`config.mk`:
```
export PLATFORM = sky130hd
export DESIGN_NAME = period_meter_flat
export DESIGN_NICKNAME = d
export VERILOG_FILES = /design/src/rtl/period_meter_if.sv /design/src/rtl/period_meter.sv /design/src/flat_wrapper.sv
export SDC_FILE = /design/constraint.sdc
export NUM_CORES = 1
export LEC_CHECK = 0
export BUFFER_PORTS_ARGS = -buffer_cell sky130_fd_sc_hd__buf_2
export CORE_ASPECT_RATIO = 1.75
export CORE_MARGIN = 1.5
export CORE_UTILIZATION = 45
export DETAILED_ROUTE_END_ITERATION = 10
export HOLD_SLACK_MARGIN = 0.08
export PLACE_DENSITY = 0.66
export SETUP_SLACK_MARGIN = 0.02
export SYNTH_ARGS = -nofsm -noshare
export SYNTH_HDL_FRONTEND = slang
export SYNTH_SLANG_ARGS = --single-unit
```
`constraint.sdc`:
```
create_clock -name clk_in -period 1.72 [get_ports clk_in]
set_input_delay 0.258 -clock clk_in [delete_from_list [all_inputs] [get_ports clk_in]]
set_output_delay 0.258 -clock clk_in [all_outputs]
set_load 0.01 [all_outputs]
```
`src/rtl/period_meter_if.sv`:
```
// Result bundle of the period meter: measured period and high time,
// a one-cycle valid strobe and the sticky stall flag.
interface period_meter_if #(
    parameter int W = 16
);
    logic [W-1:0] period;
    logic [W-1:0] high_time;
    logic         valid;
    logic         stalled;

    modport master (
        output period,
        output high_time,
        output valid,
        output stalled
    );

    modport slave (
        input period,
        input high_time,
        input valid,
        input stalled
    );
endinterface

```
`src/rtl/period_meter.sv`:
```
// Period and high-time meter for a slow asynchronous periodic input,
// counted in clk_in cycles, with a sticky stall flag on timeout.
module period_meter #(
    parameter int W       = 16,
    parameter int MAX_CNT = 2**W - 1
) (
    input  logic           clk_in,
    input  logic           rst_n,
    input  logic           sig_in,
    period_meter_if.master res_o
);
    typedef enum logic {
        IDLE,
        MEASURE
    } state_e;

    localparam logic [W-1:0] MAX_V = W'(MAX_CNT);
    localparam logic [W-1:0] ONE   = W'(1);

    state_e       state_q, state_d;
    logic         s1_q, s2_q, sd_q;
    logic [W-1:0] cnt_q, cnt_d;
    logic [W-1:0] hcnt_q, hcnt_d;
    logic [W-1:0] hlat_q, hlat_d;
    logic         seen_q, seen_d;
    logic [W-1:0] period_q, period_d;
    logic [W-1:0] high_q, high_d;
    logic         valid_q, valid_d;
    logic         stall_q, stall_d;
    logic         rise, fall;

    assign rise = s2_q & ~sd_q;
    assign fall = ~s2_q & sd_q;

    always_ff @(posedge clk_in) begin
        if (!rst_n) begin
            s1_q     <= 1'b0;
            s2_q     <= 1'b0;
            sd_q     <= 1'b0;
            state_q  <= IDLE;
            cnt_q    <= '0;
            hcnt_q   <= '0;
            hlat_q   <= '0;
            seen_q   <= 1'b0;
            period_q <= '0;
            high_q   <= '0;
            valid_q  <= 1'b0;
            stall_q  <= 1'b0;
        end else begin
            s1_q     <= sig_in;
            s2_q     <= s1_q;
            sd_q     <= s2_q;
            state_q  <= state_d;
            cnt_q    <= cnt_d;
            hcnt_q   <= hcnt_d;
            hlat_q   <= hlat_d;
            seen_q   <= seen_d;
            period_q <= period_d;
            high_q   <= high_d;
            valid_q  <= valid_d;
            stall_q  <= stall_d;
        end
    end

    always_comb begin
        state_d  = state_q;
        cnt_d    = cnt_q;
        hcnt_d   = hcnt_q;
        hlat_d   = hlat_q;
        seen_d   = seen_q;
        period_d = period_q;
        high_d   = high_q;
        valid_d  = 1'b0;
        stall_d  = stall_q;
        unique case (state_q)
            IDLE: begin
                cnt_d  = '0;
                hcnt_d = '0;
                if (rise) begin
                    cnt_d   = ONE;
                    hcnt_d  = ONE;
                    seen_d  = 1'b0;
                    state_d = MEASURE;
                end
            end
            MEASURE: begin
                // A rise on the timeout cycle still counts as a valid period.
                if (rise) begin
                    period_d = cnt_q;
                    high_d   = seen_q ? hlat_q : hcnt_q;
                    valid_d  = 1'b1;
                    stall_d  = 1'b0;
                    cnt_d    = ONE;
                    hcnt_d   = ONE;
                    seen_d   = 1'b0;
                end else if (cnt_q == MAX_V) begin
                    stall_d = 1'b1;
                    cnt_d   = '0;
                    hcnt_d  = '0;
                    state_d = IDLE;
                end else begin
                    cnt_d = cnt_q + ONE;
                    if (s2_q) begin
                        hcnt_d = hcnt_q + ONE;
                    end
                    if (fall) begin
                        hlat_d = hcnt_q;
                        seen_d = 1'b1;
                    end
                end
            end
            default: state_d = IDLE;
        endcase
    end

    assign res_o.period    = period_q;
    assign res_o.high_time = high_q;
    assign res_o.valid     = valid_q;
    assign res_o.stalled   = stall_q;
endmodule

```
`src/flat_wrapper.sv`:
```
// flat-port wrapper written by rule: the top's interface ports become plain ports
module period_meter_flat 
#(
    parameter int W       = 16,
    parameter int MAX_CNT = 2**W - 1
)
  (clk_in, rst_n, sig_in, res_o_period, res_o_high_time, res_o_valid, res_o_stalled);
  period_meter_if #(.W(W)) res_o_i ();
  input  logic clk_in;
  input  logic rst_n;
  input  logic sig_in;
  output wire logic [$bits(res_o_i.period)-1:0] res_o_period;
  output wire logic [$bits(res_o_i.high_time)-1:0] res_o_high_time;
  output wire logic [$bits(res_o_i.valid)-1:0] res_o_valid;
  output wire logic [$bits(res_o_i.stalled)-1:0] res_o_stalled;
  assign res_o_period = res_o_i.period;
  assign res_o_high_time = res_o_i.high_time;
  assign res_o_valid = res_o_i.valid;
  assign res_o_stalled = res_o_i.stalled;
  period_meter #(.W(W), .MAX_CNT(MAX_CNT)) u_core (.clk_in(clk_in), .rst_n(rst_n), .sig_in(sig_in), .res_o(res_o_i));
endmodule
```
==> impl_summary.txt <==
----------------------------------------------------
[STA]
  Final period utilization ... 95.41%
  Post-route clock skew ... 0.004490 ns
  Setup-failing EPs final ... 0
  Worst slew margin ... 72.97%
  Worst Setup Slack, final ... 0.07888 ns
  Final TNS setup ... 0 ns
  Unrepaired setup endpoints after global routing ... true
  Number of pins exceeding their max-slew limit in the final report ... 0
  Final number of hold-violating endpoints ... 0
  Timing-limited maximum frequency ... 609.3 MHz
  Transition at the pin with the smallest max-transition slack ... 0.4017 ns
  Worst hold margin ... 0.1173 ns
  Min cycle time layout ... 1.641 ns

[Drt]
  Via density per instance ... 5.184
  Average wire length per cell after detail routing ... 13.96 um
  First drt pass iteration count ... 4
  Violation count after the first detailed-routing iteration ... 156
  Number of routed nets with antenna violations ... 0
  Via total after detailed routing ... 2,908
  Number of remaining DRC errors ... 0
  Wirelength, routed ... 7831 um

[Cells and area]
  Number of nets in the finished design ... 474
  Area growth from synthesis to layout ... 24.99%
  Antenna cells ... 0
  Fraction of final layout cells sized beyond drive strength 1 ... 22.51%

[Placement]
  Number of I/O port buffers ... 36
  Final RePlAce weighted congestion ... 0.7633
  Post-DP HPWL ... 5205 um
  Post-Place Setup Slack ... -0.1429 ns

[Min path]
  Class of the tightest hold or removal check ... in -> reg
  Worst Hold Endpoint ... u_core.s1_q
  Count of cells along the worst hold path ... 2
  Start point of the worst hold path ... sig_in

[Worst setup path]
  Startpoint Class ... flip-flop
  Reg2Reg Capture Point ... u_core.cnt_q[7]
  Required time worst endpoint ... 1.95 ns
  Minimum setup slack among reg-to-reg paths ... 0.08 ns
  Data arrival at the endpoint of the critical path ... 1.88 ns
  Critical R2R Launch ... u_core.cnt_q[1]
  R2R depth ... 7
  Critical path class ... reg -> reg
  Crit Path Max Fanout ... 6
  Endpoint class of the critical path ... flip-flop

[Power and ir drop]
  Share of power burned in registers ... 50.9%
  NetSw ... 0.8325 mW
  Power density normalized to cell area ... 875.9 mW/mm2
  Fraction of power spent switching nets ... 20.81%
  Internal power contribution ... 3.169 mW
  Reported leakage power ... 1.842 nW
  Power share of the combinational group ... 3.0%
  Clock network power share ... 46.2%
  Max IR drop VDD ... 0.0006882 V

[Run]
  Max-cap violations ... 0

[Logic synthesis]
  Distinct cell type count of the synthesized netlist ... 37
  Portion of the post-synthesis area used by sequential elements ... 47.65%
  Synthesis-stage register bit count ... 87
  Mapped Cells ... 402
  Synthesized cell area ... 0.003655 mm2
  Number of nets produced by synthesis ... 409
  Synth warn ... 0
  Mean Syn Cell Area ... 9.091 um2

[Clock network]
  Clock-pin slew on the worst setup and hold paths ... 0.06 ns
  TritonCTS Buffers ... 9
  TritonCTS clock tree ... built
  Maximum level of the CTS H-tree ... 3
  Sink Count ... 87
  Clk_lat worst skew ... 0.34 ns
  Clock root cell ... sky130_fd_sc_hd__clkbuf_16
  Max Buffers Root-to-Sink ... 2
  Hold-fix buffer count after cts ... 0

[GRT]
  Wire length of the first global-routing pass ... 12,620 um
  GRT overflow ... 0
  Global-route usage over all layers ... 18.68%
  Number of global-route vias before repair ... 2,819
  Number of antenna violations at the first check in global routing ... 0
  Pin count of the biggest net entering global routing ... 50

[Floorplanning]
  Site Rows ... 43
  Die Area ... 0.008693 mm2
  Die height ... 122.2 um
  Count of boundary I/O pins ... 37
  Horiz. Die Dim ... 71.13 um
  Core outline area ... 0.007909 mm2
  Starting utilization of the core area ... 46.21%

[Status]
  Run status ... finished clean

----------------------------------------------------
power groups by stage:
stage          clock [mW]  sequential (mW)  combinational (mW)
2_1_floorplan           0             2.08              0.0691
5_1_grt              1.96             2.03               0.130
3_5_place_dp            0             2.08               0.106
4_1_cts              1.89             2.03               0.107
6_report             1.85             2.03               0.118
3_3_place_gp            0             2.08               0.106
cell families (layout without fill, tap and decap cells):
logic type / after synthesis / in the layout / synth area share, %
XOR/XNOR: 28 / 28 / 6.710
buffers and inverters: 35 / 104 / 4.245
flip-flops: 87 / 87 / 47.65
AO/OA/AOI/OAI: 43 / 43 / 9.586
adder cells (fa/ha/maj): 4 / 4 / 1.369
AND/OR/NAND/NOR: 175 / 175 / 22.22
multiplexers: 30 / 30 / 8.216
metrics by stage:
step                power [mW]  instances  cell area [um2]  utilization, %
finish                   4.001        561             4568           57.76
global route             4.128        561             4568           57.76
CTS                      4.026        557             4429           56.00
detailed placement       2.184        541             4128           52.19
global placement         2.184        541             4128           52.19
floorplan                2.149        402             3655               -
registers in the layout (all words and copies together) (netlist names):
register                count
u_core.s1_q                 1
u_core.s2_q                 1
u_core.sd_q                 1
u_core.hcnt_q              16
u_core.hlat_q              16
u_core.res_o.high_time     16
u_core.res_o.valid          1
u_core.state_q              1
u_core.cnt_q               16
u_core.res_o.period        16
u_core.seen_q               1
u_core.res_o.stalled        1
cells in the final DEF (no fill, tap or decap), types with 3 or more instances in the layout:
cell type	n
sky130_fd_sc_hd__clkbuf_8	3
sky130_fd_sc_hd__mux2i_1	30
sky130_fd_sc_hd__xor2_1	6
sky130_fd_sc_hd__buf_2	36
sky130_fd_sc_hd__nand2_1	94
sky130_fd_sc_hd__nor2_1	36
sky130_fd_sc_hd__and2_1	4
sky130_fd_sc_hd__dfxtp_1	83
sky130_fd_sc_hd__buf_8	3
sky130_fd_sc_hd__nor4_1	6
sky130_fd_sc_hd__o211ai_1	3
sky130_fd_sc_hd__clkbuf_16	10
sky130_fd_sc_hd__inv_1	10
sky130_fd_sc_hd__buf_4	35
sky130_fd_sc_hd__clkbuf_1	3
sky130_fd_sc_hd__nand4_1	7
sky130_fd_sc_hd__dfxtp_2	4
sky130_fd_sc_hd__nand3_1	6
sky130_fd_sc_hd__o211a_1	16
sky130_fd_sc_hd__a21boi_0	17
sky130_fd_sc_hd__xnor2_1	22
sky130_fd_sc_hd__nor3_1	6
how the worst max path moves through the flow:
stage                               start                         end  slack, ns
after CTS                     u_core.s2_q  u_core.res_o.high_time[13]       0.02
after global routing      u_core.cnt_q[1]           u_core.hcnt_q[14]      0.007
after floorplan               u_core.sd_q  u_core.res_o.high_time[10]       0.04
after global placement    u_core.cnt_q[0]           u_core.hlat_q[11]      -0.15
after detailed placement  u_core.cnt_q[0]            u_core.hlat_q[4]      -0.14
final                     u_core.cnt_q[1]             u_core.cnt_q[7]       0.08
area by class of cell:
type	instances	area, um2
multi-input cells	280	1818
flip-flops and latches	87	1747
inverters	10	37.54
fillers	695	3341
clock buffers	15	277.8
repair buffers	79	575.6
well taps	90	112.6
worst max-delay path, stage by stage (launching register included):
cell and delay, ns:
sky130_fd_sc_hd__dfxtp_2 0.35, sky130_fd_sc_hd__ha_4 0.16, sky130_fd_sc_hd__nand3_4 0.08, sky130_fd_sc_hd__nor4_4 0.35
sky130_fd_sc_hd__buf_4 0.19, sky130_fd_sc_hd__nand4bb_4 0.19, sky130_fd_sc_hd__clkbuf_16 0.17, sky130_fd_sc_hd__nor2_1 0.04
metal layers:
| layer | global-route usage [%] | wire length, um | up-vias |
|---|---|---|---|
| met3 | 3.284 | 239 | 11 |
| li1 | - | - | 1471 |
| met2 | 35.40 | 4194 | 57 |
| met1 | 19.31 | 3229 | 1369 |
| met4 | 9.198 | 167 | 0 |
| met5 | 0 | 0 | - |
synth_stat cells:
library cell | count | share of area [%]
sky130_fd_sc_hd__or2_2 | 1 | 0.17
sky130_fd_sc_hd__nand4_1 | 7 | 1.2
sky130_fd_sc_hd__nor4_4 | 1 | 0.58
sky130_fd_sc_hd__inv_1 | 10 | 1.0
sky130_fd_sc_hd__o21ai_1 | 2 | 0.27
sky130_fd_sc_hd__buf_4 | 3 | 0.62
sky130_fd_sc_hd__o211ai_1 | 3 | 0.62
sky130_fd_sc_hd__o21a_1 | 1 | 0.21
sky130_fd_sc_hd__a21boi_0 | 17 | 3.5
sky130_fd_sc_hd__nand3_1 | 6 | 0.82
sky130_fd_sc_hd__nand2_1 | 94 | 9.7
sky130_fd_sc_hd__ha_1 | 4 | 1.4
sky130_fd_sc_hd__xnor2_1 | 22 | 5.3
sky130_fd_sc_hd__nor3_1 | 6 | 0.82
sky130_fd_sc_hd__buf_6 | 1 | 0.31
sky130_fd_sc_hd__nand4_4 | 1 | 0.58
sky130_fd_sc_hd__xor2_1 | 6 | 1.4
sky130_fd_sc_hd__o211a_1 | 16 | 4.4
sky130_fd_sc_hd__buf_1 | 2 | 0.21
sky130_fd_sc_hd__nand2b_1 | 2 | 0.34
sky130_fd_sc_hd__and3_1 | 2 | 0.34
sky130_fd_sc_hd__nor2_1 | 36 | 3.7
sky130_fd_sc_hd__nor4b_1 | 1 | 0.24
sky130_fd_sc_hd__mux2i_1 | 30 | 8.2
sky130_fd_sc_hd__clkbuf_1 | 15 | 1.5
sky130_fd_sc_hd__a21boi_1 | 1 | 0.21
sky130_fd_sc_hd__dfxtp_1 | 87 | 48
sky130_fd_sc_hd__nor4_1 | 8 | 1.4
sky130_fd_sc_hd__nand3_2 | 1 | 0.27
sky130_fd_sc_hd__or3_1 | 2 | 0.34
sky130_fd_sc_hd__a21oi_1 | 2 | 0.27
sky130_fd_sc_hd__buf_2 | 4 | 0.55
sky130_fd_sc_hd__nor3_4 | 1 | 0.45
sky130_fd_sc_hd__and2_1 | 4 | 0.68
sky130_fd_sc_hd__o21ai_0 | 1 | 0.14
sky130_fd_sc_hd__nand4bb_1 | 1 | 0.31
sky130_fd_sc_hd__nand4_2 | 1 | 0.34
repair_timing:
action / in CTS / in global routing
pin swaps: 2 / 4
resized for setup: 1 / 22
setup buffers: 1 / 2
setup endpoints to repair: 46 / 38
gates cloned: 0 / 2
No activity file was read; power rests on OpenSTA's default activity.
